## src/rtl/dbus_arbiter.sv

```systemverilog
// ============================================================================
// Module   : dbus_arbiter
// Purpose  : Round-robin Wishbone dbus arbiter sharing one memory port between
//            NUM_CORES cores, with per-transaction ack timeout.
// Revision : 1.0 - initial release
// ============================================================================
`default_nettype none

module dbus_arbiter #(
   parameter int NUM_CORES = 4,
   parameter int TIMEOUT   = 16
) (
   input  logic                    clk,
   input  logic                    rst,
   input  logic [NUM_CORES-1:0]    i_cyc,
   input  logic [NUM_CORES-1:0]    i_we,
   input  logic [NUM_CORES*32-1:0] i_adr,
   input  logic [NUM_CORES*32-1:0] i_dat,
   input  logic [NUM_CORES*4-1:0]  i_sel,
   output logic [NUM_CORES-1:0]    o_ack,
   output logic [31:0]             o_rdt,
   output logic                    o_mem_cyc,
   output logic                    o_mem_we,
   output logic [31:0]             o_mem_adr,
   output logic [31:0]             o_mem_dat,
   output logic [3:0]              o_mem_sel,
   input  logic                    i_mem_ack,
   input  logic [31:0]             i_mem_rdt,
   output logic [NUM_CORES-1:0]    o_grant,
   output logic                    o_err
);

   localparam int                 c_IDX_W    = (NUM_CORES > 1) ? $clog2(NUM_CORES) : 1;
   localparam logic [7:0]         c_CNT_LAST = 8'(TIMEOUT - 1);
   localparam logic [c_IDX_W-1:0] c_LAST_RST = c_IDX_W'(NUM_CORES - 1);

   typedef enum logic [1:0] {
      S_IDLE  = 2'd0,
      S_BUSY  = 2'd1,
      S_GUARD = 2'd2
   } state_t;

   state_t               r_state;
   logic [c_IDX_W-1:0]   r_owner;
   logic [c_IDX_W-1:0]   r_last;
   logic [7:0]           r_cnt;
   logic                 r_err;
   logic                 r_mem_cyc;
   logic [NUM_CORES-1:0] r_grant;

   int                   w_idx;
   logic                 w_found;
   logic [c_IDX_W-1:0]   w_next;
   logic [NUM_CORES-1:0] w_next_oh;
   logic                 w_timeout;
   logic                 w_done;

   // Scan downward so the nearest requester above r_last is the final writer.
   always_comb begin
      w_idx   = 0;
      w_found = 1'b0;
      w_next  = '0;
      for (int i = NUM_CORES; i >= 1; i--) begin
         w_idx = (int'(r_last) + i) % NUM_CORES;
         if (i_cyc[c_IDX_W'(w_idx)]) begin
            w_next  = c_IDX_W'(w_idx);
            w_found = 1'b1;
         end
      end
      for (int k = 0; k < NUM_CORES; k++) begin
         w_next_oh[k] = (w_next == c_IDX_W'(k));
      end
   end

   always_comb begin
      o_mem_we  = i_we[0];
      o_mem_adr = i_adr[31:0];
      o_mem_dat = i_dat[31:0];
      o_mem_sel = i_sel[3:0];
      for (int k = 0; k < NUM_CORES; k++) begin
         if (r_owner == c_IDX_W'(k)) begin
            o_mem_we  = i_we[k];
            o_mem_adr = i_adr[32*k +: 32];
            o_mem_dat = i_dat[32*k +: 32];
            o_mem_sel = i_sel[4*k +: 4];
         end
      end
   end

   always_comb begin
      w_timeout = (r_state == S_BUSY) && (r_cnt == c_CNT_LAST) && !i_mem_ack;
      w_done    = (r_state == S_BUSY) && (i_mem_ack || w_timeout);
      o_rdt     = ((r_state == S_BUSY) && i_mem_ack) ? i_mem_rdt : 32'd0;
      for (int k = 0; k < NUM_CORES; k++) begin
         o_ack[k] = w_done && (r_owner == c_IDX_W'(k));
      end
   end

   always_ff @(posedge clk or negedge rst) begin
      if (!rst) begin
         r_state   <= S_IDLE;
         r_owner   <= '0;
         r_last    <= c_LAST_RST;
         r_cnt     <= 8'd0;
         r_err     <= 1'b0;
         r_mem_cyc <= 1'b0;
         r_grant   <= '0;
      end else begin
         case (r_state)
            S_IDLE: begin
               if (w_found) begin
                  r_owner   <= w_next;
                  r_last    <= w_next;
                  r_cnt     <= 8'd0;
                  r_grant   <= w_next_oh;
                  r_mem_cyc <= 1'b1;
                  r_state   <= S_BUSY;
               end
            end
            S_BUSY: begin
               if (w_done) begin
                  r_grant   <= '0;
                  r_mem_cyc <= 1'b0;
                  r_state   <= S_GUARD;
                  if (w_timeout) begin
                     r_err <= 1'b1;
                  end
               end else begin
                  r_cnt <= r_cnt + 8'd1;
               end
            end
            // Gives the acked core a cycle to drop its stale request.
            S_GUARD: r_state <= S_IDLE;
            default: r_state <= S_IDLE;
         endcase
      end
   end

   assign o_mem_cyc = r_mem_cyc;
   assign o_grant   = r_grant;
   assign o_err     = r_err;

endmodule

`default_nettype wire

```

## config.mk

```make
export PLATFORM = sky130hd
export DESIGN_NAME = dbus_arbiter
export DESIGN_NICKNAME = d
export VERILOG_FILES = /design/src/rtl/dbus_arbiter.sv
export SDC_FILE = /design/constraint.sdc
export NUM_CORES = 1
export LEC_CHECK = 0
export CAP_MARGIN = 20
export CORE_AREA = 2 2 167 169
export DETAILED_ROUTE_END_ITERATION = 10
export DIE_AREA = 0 0 169 171
export PLACE_DENSITY = 0.4
export SYNTH_ARGS = -nofsm -noshare
export SYNTH_HDL_FRONTEND = slang
export SYNTH_SLANG_ARGS = --single-unit
```

## constraint.sdc

```tcl
create_clock -name clk -period 3.1 [get_ports clk]
set_clock_uncertainty 0.1 [all_clocks]
set_input_delay 0.31 -clock clk [delete_from_list [all_inputs] [get_ports clk]]
set_output_delay 0.31 -clock clk [all_outputs]
set_load 0.1 [all_outputs]
```

==> results of run 1 <==
[power by group]
part | switching [mW] | internal [mW] | total [mW]
Clock | 0.0969 | 0.256 | 0.353
Sequential | 0.229 | 0.356 | 0.586
Combinational | 5.76 | 2.55 | 8.31
Total | 6.08 | 3.16 | 9.24
[cell type report]
cell class	count	area, sq um
Multi-Input combinational cell	168	2245
Antenna cell	1	2.502
Tap cell	346	432.9
Fill cell	2817	19330
Timing Repair Buffer	435	4690
Clock buffer	3	75.07
Clock inverter	1	30.03
Sequential cell	20	510.5
Inverter	3	11.26
[kinds of logic (layout without fill, tap and decap cells)]
logic type,after synthesis,count (layout),share of synthesized area [%]
xor+xnor,3,3,0.9224
buf+inv,26,442,3.733
simple gates,66,66,14.36
mux,70,70,54.90
fa+ha+maj,1,1,0.4391
compound gates,28,28,7.993
other cells,0,1,0
flops,20,20,17.65
[cells in the final DEF (no fill, tap or decap), drive strengths merged, types with 4 or more instances in the layout]
master / synthesis / final
and3: 33 / 33
nand3: 4 / 4
nor2: 8 / 8
nand2: 5 / 5
buf: 8 / 121
a32o: 4 / 4
nor3: 5 / 5
mux4: 69 / 69
o21ai: 5 / 5
clkdlybuf4s50: 0 / 314
a21oi: 4 / 4
dfrtp: 18 / 18
[sequential cells by signal, indices dropped and copies added (netlist names)]
register	flops
o_grant	4
r_owner	2
r_state	2
r_cnt	8
o_err	1
o_mem_cyc	1
r_last	2
[metrics by stage]
| step | worst slack (ns) | total power [mW] | std cells |
|---|---|---|---|
| 2_1_floorplan | 0.2508 | 6.503 | 214 |
| 6_report | 0.5892 | 9.245 | 977 |
| 5_1_grt | 0.5266 | 9.513 | 976 |
| 3_5_place_dp | 0.8311 | 8.956 | 972 |
| 3_3_place_gp | 0.8582 | 8.937 | 972 |
| 4_1_cts | 0.5496 | 9.347 | 976 |
[routing by layer]
metal  wire [um]  vias to the layer above
met4          48                        4
met3        2037                        6
met1        8390                     1946
met2       11350                      195
met5          27                        -
li1            -                     1758
[critical path, delay by kind of cell, from the launching register on]
kind	cells	cell delay, ns
mux	1	0.38
buf+inv	2	0.59
flops	1	0.84
[final timing paths]
kind | start | end | slack [ns] | cells after the start
setup / recovery | r_owner[1] | o_mem_adr[9] | 0.59 | 3
hold / removal | o_mem_cyc | o_mem_cyc | 0.40 | 1
setup reg to reg | r_cnt[4] | o_grant[0] | 1.33 | 4
hold reg to reg | o_mem_cyc | o_mem_cyc | 0.40 | 1
max in group asynchronous | rst | r_owner[1] | 1.75 | 1
min in group asynchronous | rst | o_mem_cyc | 0.48 | 1
==> summary.txt, run 1 <==
Worst setup path
  • CP Max Fanout: between 40 and 50
  • Critical path's largest stage delay: 0.84 ns
  • WS Path Type: register to output pin
  • CP dominant cell by count: buf_4
  • Crit path DAT: about 2.1 ns
  • CP Launch Type: register
  • CP Cell Sequence: buf_4 > mux4_2 > buf_4
  • Slowest cell on crit path: dfrtp_4
  • CP required: approximately 2.7 ns
  • Crit path capture type: output pin

Drt
  • Post-DR vias/cell: around 4
  • Final WL: ~22000 um
  • Via count: 3909
  • Detailed Routing Iterations Pass 1: 4
  • DRC violations left: 0
  • Routed WL per cell: between 20 and 25 um
  • Initial DRC Count: roughly 110
  • Antenna-violating nets left: 0

Die
  • Initial core utilization: between 10% and 20%
  • Die Y: 171 um
  • Die Wd: between 150 and 200 um
  • Die footprint: roughly 29000 sq um
  • Core footprint: ~27000 sq um
  • Site row count: between 60 and 70
  • IO Pins: between 400 and 500

GRT
  • Vias in the first global route: between 4k and 5k
  • Met3 Use GR: roughly 4.6%
  • Remaining global-route overflow: 0
  • First-pass GRT wire length: 30320 um
  • Met2 Use GR: 26.62%
  • Initial antenna violation count: 5
  • Grt peak-use layer: met2
  • Largest net degree at the start of global routing: 45
  • Routing usage on met1: roughly 16%
  • Total GRT Usage: about 14%

Logic synthesis
  • Most frequent cell after synthesis: mux4_2
  • Mapped Avg Cell Area: approximately 13 sq um
  • Commonest cells in the netlist: mux4_2 (69), and3_1 (33), dfrtp_1 (18), clkbuf_1 (15)
  • Top FF cell, synth: dfrtp_1
  • Register bit total from synthesis: 20
  • Syn Inst Count: roughly 210
  • EDFF count, synth: 0
  • Main area contributors after synthesis: mux4_2 (55%), dfrtp_1 (16%), and3_1 (7.2%)
  • Synth Cell Area: roughly 2800 sq um
  • Yosys warns: 0
  • Post-synth ARST share: 100.0%
  • Sequential share of the synthesized area: between 15 and 20%
  • Synth cell types: 40
  • Synth Net Count: 530
  • Synth top area share: a little over half
  • Post-synth top area cell: mux4_2

Finish
  • Area Growth Syn to Fin: 180.7%
  • Final net count: 947
  • Share of cells above drive strength 1: about 33%
  • Final Cell Area: between 7000 and 8000 sq um
  • Fin util: 29.27%

Timing
  • Worst slew margin: between 30% and 40%
  • Worst-Margin Slew: 0.9270 ns
  • Sum of negative setup slack: 0 ns
  • Fmax: 398.3 MHz
  • Final period demand of the worst path: roughly 2.5 ns
  • Fin crit share: 80.99%
  • Min Hold Slack: about 0.40 ns
  • RSZ-0062 raised after global routing: no
  • Setup Viol. Count Final: 0
  • Final hold vios: 0
  • Max Slew Vio Count: 0

Placement
  • Port Buf Inserts: ~430
  • RD Place Congestion: a little over 0.9
  • DP Wirelength: roughly 19000 um
  • Area after DPL: a little under 8000 sq um

Flow run
  • Max_cap viols: 0

Worst hold path
  • Hold WC Path Type: register to register

Clocking
  • Clock Latency Late Sink: roughly 0.25 ns
  • Cts hold-fix bufs: 0
  • Number of H-tree levels: 1
  • Total CTS buffers: 3
  • Postcts setup bufs: 0
  • Clock slew seen by the registers of the worst setup and hold paths: approximately 0.06 ns
  • Clock sink count: 20
  • CTS tree: done
  • CTS Buffer Depth: 2
  • Post_cts resized: 0
  • Root Driver: clkbuf_16

Outcome
  • Status: finished clean

Pwr
  • Maximum vdd drop: approximately 440 uV
  • PD cells: roughly 1200 nW/um^2
  • Pleak: around 3.1 nW
No activity file was read; power rests on OpenSTA's default activity.
==> inputs of run 2 (changes only) <==
--- a/config.mk
+++ b/config.mk
@@ -6,10 +6,10 @@
 export NUM_CORES = 1
 export LEC_CHECK = 0
 export CAP_MARGIN = 20
-export CORE_AREA = 2 2 167 169
+export CORE_AREA = 2 2 166 168
 export DETAILED_ROUTE_END_ITERATION = 10
-export DIE_AREA = 0 0 169 171
-export PLACE_DENSITY = 0.4
+export DIE_AREA = 0 0 168 170
+export PLACE_DENSITY = 0.42
 export SYNTH_ARGS = -nofsm -noshare
 export SYNTH_HDL_FRONTEND = slang
 export SYNTH_SLANG_ARGS = --single-unit
==> constraint.sdc (replaced) <==
create_clock -name clk -period 2.2 [get_ports clk]
set_clock_uncertainty 0.1 [all_clocks]
set_input_delay 0.22 -clock clk [delete_from_list [all_inputs] [get_ports clk]]
set_output_delay 0.22 -clock clk [all_outputs]
set_load 0.1 [all_outputs]
==> summary.txt, run 2 (synthesized netlist as in run 1, its figures left out) <==
Finish
  • Commonest non-fill, non-tap cell in the layout: clkdlybuf4s50_1
  • Share of cells above drive strength 1: 34.94% (+1.8 points)
  • Most frequent cells in the layout: clkdlybuf4s50_1 (314), buf_12 (108), mux4_2 (69)
  • Largest register FFs: 8 (unchanged)
  • Final net count: 961 (+1.5%)
  • Final Cell Area: 8846 sq um (+11%)
  • Most flop-heavy register: r_cnt
  • Non-Filler Instances: 988 (+1.1%)
  • Area Growth Syn to Fin: 210.5%

Drt
  • Post-DR vias/cell: 4.103 (+2.6%)
  • Via count: 4054 (+3.7%)
  • Antenna-violating nets left: 0 (unchanged)
  • DRC violations left: 0 (unchanged)
  • Routed WL per cell: 24.06 um (+7.6%)
  • Initial DRC Count: 147 (+37%)
  • Detailed Routing Iterations Pass 1: 4 (unchanged)
  • Final WL: 23770 um (+8.8%)

Placement
  • Placed Cells: 974 (+0.21%)
  • DP Wirelength: 20850 um (+9.7%)
  • Area after DPL: 8681 sq um (+10%)
  • RD Place Congestion: 1.005 (+9.5%)
  • Port Buf Inserts: 425 (unchanged)

Worst setup path
  • Crit path capture type: output pin
  • CP Launch Type: register
  • WS Path Type: register to output pin
  • CP required: 1.88 ns (-0.81 ns)
  • CP Max Fanout: 6 (-86%)
  • Crit path DAT: 1.87 ns (-0.23 ns)

Timing
  • RSZ-0062 raised after global routing: yes
  • Max Slew Vio Count: 0 (unchanged)
  • Worst slew margin: 66.07% (+28 points)
  • Worst-Margin Slew: 0.5051 ns (-0.4219 ns)
  • Fin crit share: 99.38%
  • Final period demand of the worst path: 2.186 ns
  • Fmax: ~460 MHz
  • Setup Viol. Count Final: 0 (unchanged)
  • Final hold vios: 0 (unchanged)
  • Min Hold Slack: 0.2028 ns (-0.1988 ns)

Clocking
  • Clock slew seen by the registers of the worst setup and hold paths: 0.06 ns (about the same)
  • Clock Latency Late Sink: 0.25 ns (about the same)
  • Number of H-tree levels: 1 (unchanged)
  • Clock sink count: 20 (unchanged)
  • CTS Buffer Depth: 2 (unchanged)
  • Total CTS buffers: 3 (unchanged)
  • CTS tree: done
  • Root Driver: clkbuf_16
  • Cts hold-fix bufs: 0 (unchanged)

Outcome
  • Status: finished clean

Worst hold path
  • Hold WC Path Type: primary input to async pin

GRT
  • Vias in the first global route: 4478 (+3.2%)
  • Largest net degree at the start of global routing: 43 (-4.4%)
  • Remaining global-route overflow: 0 (unchanged)
  • First-pass GRT wire length: 32740 um (+8.0%)
  • Initial antenna violation count: 6 (+1)
  • Total GRT Usage: 15.59% (+1.4 points)

Die
  • Die footprint: 28560 sq um (-1.2%)
  • Core footprint: 26650 sq um (-2.5%)
  • Die Wd: 168 um (-0.59%)
  • Initial core utilization: 10.69% (+0.26 points)
  • IO Pins: 426 (unchanged)
  • Die Y: 170 um (-0.58%)
  • Site row count: 60 (-1.6%)

Pwr
  • Maximum vdd drop: 531.3 uV (+20%)
  • Pleak: 3.444 nW (+11%)
  • PD cells: 1690 nW/um^2 (+46%)
  • Overall power: 14.95 mW (+62%)

Flow run
  • Max_cap viols: 0 (unchanged)
[run 2: cell count changes in the layout (fill, tap and decap cells not counted), moves of 2 or more]
cell	before	now
buf_12	51	108
buf_4	70	26
diode_2	1	3
nor3b_2	2	0
nor3b_4	0	2
[run 2: where the power goes]
group	internal (mW)	switching [mW]
clock	0.277	0.136
combinational	5.20	8.68
sequential	0.505	0.156
[run 2: final timing paths]
| check | start | to | slack (ns) | cells after the start |
|---|---|---|---|---|
| worst max-delay path | r_cnt[5] | o_ack[1] | 0.01 | 5 |
| worst min-delay path | rst | o_err | 0.20 | 2 |
| worst max register to register | r_cnt[5] | o_grant[3] | 0.40 | 5 |
| worst min register to register | o_mem_cyc | o_mem_cyc | 0.39 | 1 |
| max in group asynchronous | rst | r_last[1] | 1.52 | 2 |
| min in group clk | o_mem_cyc | o_mem_cyc | 0.39 | 1 |
[run 2: metrics by stage]
stage / util (%) / setup slack [ns] / TNS [ns]
2_1_floorplan: - / -0.1595 / -0.3862
3_3_place_gp: 32.57 / 0.1923 / 0
3_5_place_dp: 32.57 / 0.1647 / 0
4_1_cts: 33.08 / -0.02566 / -0.04345
5_1_grt: 33.19 / -0.04884 / -0.5470
6_report: 33.19 / 0.01370 / 0
[run 2: critical path, stage by stage, from the launching register on]
cell and delay [ns]:
dfrtp_1 0.37, or4_4 0.56, nor2_4 0.12, o21ai_4 0.11, nor3b_4 0.24, buf_12 0.21
[run 2: what timing repair did]
| item | in CTS | in global routing |
|---|---|---|
| pin swaps | 3 | 2 |
| setup buffers | 6 | 1 |
| cloned | 0 | 0 |
| gates resized for setup | 0 | 3 |
| setup endpoints to repair | 65 | 29 |
[run 2: cell type report]
| cell class | count | area [sq um] |
|---|---|---|
| Antenna cell | 3 | 7.507 |
| Clock buffer | 4 | 88.84 |
| Fill cell | 2631 | 17800 |
| Inverter | 3 | 11.26 |
| Multi-Input combinational cell | 168 | 2273 |
| Sequential cell | 20 | 510.5 |
| Tap cell | 341 | 426.7 |
| Timing Repair Buffer | 449 | 5528 |
[run 2: routing by layer]
metal	vias up	track usage, %	part of all wire, %
met2	218	28.22	52
met5	-	0	0.11
met1	2019	18.45	38
met3	22	4.628	8.3
li1	1789	-	-
met4	6	2.684	1.7
==> inputs of run 3 (changes only) <==
--- a/config.mk
+++ b/config.mk
@@ -9,7 +9,8 @@
 export CORE_AREA = 2 2 166 168
 export DETAILED_ROUTE_END_ITERATION = 10
 export DIE_AREA = 0 0 168 170
-export PLACE_DENSITY = 0.42
+export PLACE_DENSITY_LB_ADDON = 0.15
+export SKIP_CTS_REPAIR_TIMING = 1
 export SYNTH_ARGS = -nofsm -noshare
 export SYNTH_HDL_FRONTEND = slang
 export SYNTH_SLANG_ARGS = --single-unit
==> summary.txt, run 3 (synthesized netlist as in run 1, its figures left out) <==
Die
  • Core footprint: 26650 sq um (unchanged)
  • Die Y: 170 um (unchanged)
  • IO Pins: 426 (unchanged)
  • Die footprint: 28560 sq um (unchanged)
  • Die Wd: 168 um (unchanged)
  • Site row count: 60 (unchanged)
  • Initial core utilization: 10.69% (unchanged)

Worst setup path
  • Reg2reg setup slack: 0.35 ns (-0.05 ns)
  • Crit path DAT: 1.95 ns (+0.08 ns)
  • Slowest cell on crit path: or4_4
  • CP required: 1.88 ns (about the same)
  • CP Cell Sequence: or4_4 > nor2_4 > o21ai_4 > nor3b_4 > buf_12
  • Crit path capture type: output pin
  • CP Launch Type: register
  • Critical path's largest stage delay: 0.58 ns (+0.02 ns)
  • CP Max Fanout: 8 (+2)
  • WS Path Type: register to output pin

Timing
  • Final hold vios: 0 (unchanged)
  • RSZ-0062 raised after global routing: yes
  • Final WS setup: -0.07281 ns (-0.08651 ns)
  • Setup Viol. Count Final: 4 (+4)
  • Max Slew Vio Count: 0 (unchanged)
  • Worst slew margin: 70.90% (+4.8 points)
  • Fmax: 440.0 MHz (-3.8%)
  • Fin crit share: 103.3% (+3.9 points)
  • Final period demand of the worst path: 2.273 ns (+0.08651 ns)
  • Worst-Margin Slew: 0.4357 ns (-0.06937 ns)

Drt
  • Via count: 4078 (+0.59%)
  • Final WL: 23400 um (-1.5%)
  • DRC violations left: 0 (unchanged)
  • Post-DR vias/cell: 4.107 (about the same)
  • Initial DRC Count: 124 (-16%)
  • Routed WL per cell: 23.57 um (-2.0%)
  • Antenna-violating nets left: 0 (unchanged)
  • Detailed Routing Iterations Pass 1: 4 (unchanged)

Finish
  • Largest register FFs: 8 (unchanged)
  • Area Growth Syn to Fin: 215.0%
  • Most frequent cells in the layout: clkdlybuf4s50_1 (314), buf_12 (108), mux4_2 (69)
  • Final Cell Area: 8974 sq um (+1.4%)
  • Final net count: 963 (+0.21%)
  • Fillcell total: 2603 (-1.1%)
  • Commonest non-fill, non-tap cell in the layout: clkdlybuf4s50_1
  • Share of cells above drive strength 1: 34.98% (+0.047 points)
  • Most flop-heavy register: r_cnt

Placement
  • Area after DPL: 8663 sq um (-0.20%)
  • Port Buf Inserts: 425 (unchanged)
  • DP Wirelength: 20240 um (-2.9%)
  • RD Place Congestion: 0.9538 (-5.1%)

Pwr
  • Net Sw Power: 8.982 mW (+0.13%)
  • Overall power: 15.22 mW (+1.8%)
  • PD cells: 1697 nW/um^2 (+0.36%)
  • Sequential share of power: 4.5% (about the same)
  • Clk pwr share: 3.3% (+0.5 points)
  • Sw frac: 58.99% (-0.99 points)
  • Internal: 6.243 mW (+4.3%)
  • Maximum vdd drop: 598.7 uV (+13%)
  • Comb pwr share: 92.2% (-0.6 points)
  • Pleak: 3.503 nW (+1.7%)

GRT
  • Vias in the first global route: 4344 (-3.0%)
  • Largest net degree at the start of global routing: 34 (-21%)
  • Initial antenna violation count: 7 (+1)
  • First-pass GRT wire length: 31020 um (-5.3%)
  • Total GRT Usage: 14.86% (-0.73 points)
  • Remaining global-route overflow: 0 (unchanged)

Clocking
  • Clock slew seen by the registers of the worst setup and hold paths: 0.06 ns (about the same)
  • CTS Buffer Depth: 2 (unchanged)
  • Root Driver: clkbuf_16
  • Clock Latency Late Sink: 0.25 ns (about the same)
  • Total CTS buffers: 3 (unchanged)
  • Clock sink count: 20 (unchanged)
  • Number of H-tree levels: 1 (unchanged)
  • CTS tree: done

Flow run
  • Max_cap viols: 0 (unchanged)

Worst hold path
  • Hold WC Path Type: primary input to async pin

Outcome
  • Failing checks: setup timing
  • Status: finished, violations left
## run 3: cell count changes in the layout (fill, tap and decap cells not counted)
cell,before,now
clkbuf_8,1,0
nand3_2,1,0
diode_2,3,6
buf_2,0,1
buf_6,0,1
buf_4,26,21
bufinv_16,0,1
buf_16,1,3
nand3_1,3,4
clkbuf_16,3,6
## run 3: final timing paths
check                      startpoint         end  depth (start not counted)
max                          r_cnt[5]    o_ack[1]                          5
min                               rst    r_cnt[4]                          2
max reg2reg                  r_cnt[5]  o_grant[1]                          5
min reg2reg                 o_mem_cyc   o_mem_cyc                          1
max in group asynchronous         rst   r_last[0]                          2
min in group clk            o_mem_cyc   o_mem_cyc                          1
## run 3: through the flow
stage          std cells  utilization [%]  worst slack [ns]  hold slack [ns]  TNS (ns)
3_3_place_gp         970            32.51            0.1580           0.3801         0
6_report             993            33.67          -0.07281           0.2035   -0.1943
4_1_cts              974            32.90           -0.1259           0.2121    -4.331
2_1_floorplan        214                -           -0.1595          -0.1756   -0.3862
5_1_grt              990            33.64           -0.1445           0.2383   -0.4827
3_5_place_dp         970            32.51            0.1575           0.3782         0
## run 3: power groups by stage
stage               sequential (mW)  clock, mW  combinational [mW]
finish                        0.680      0.505                14.0
global route                  0.706      0.526                14.4
CTS                           0.761      0.511                13.8
detailed placement            0.768          0                13.7
global placement              0.754          0                13.7
floorplan                     0.880          0                8.32
## run 3: worst max-delay path, delay by kind of cell (launching register included)
kind	cells	cell delay, ns
DFF	1	0.40
AOI/OAI and AO/OA	1	0.13
buffers and inverters	1	0.21
and+or+nand+nor	3	0.95
## run 3: cell type report
cell class,count,area (sq um),share of cell area [%]
clock inverter,1,30.03,0.3346
sequential,20,510.5,5.689
timing repair buffer,451,5637,62.81
multi-input combinational,168,2268,25.28
tap,341,426.7,4.755
clock buffer,3,75.07,0.8366
inverter,3,11.26,0.1255
antenna,6,15.01,0.1673
## run 3: layer usage
| layer | track usage [%] | vias to the layer above | share of wire [%] |
|---|---|---|---|
| met5 | 0 | - | 0.11 |
| met4 | 2.949 | 4 | 1.3 |
| met3 | 4.930 | 19 | 8.8 |
| met2 | 26.97 | 238 | 53 |
| met1 | 17.07 | 2018 | 37 |
| li1 | - | 1799 | - |
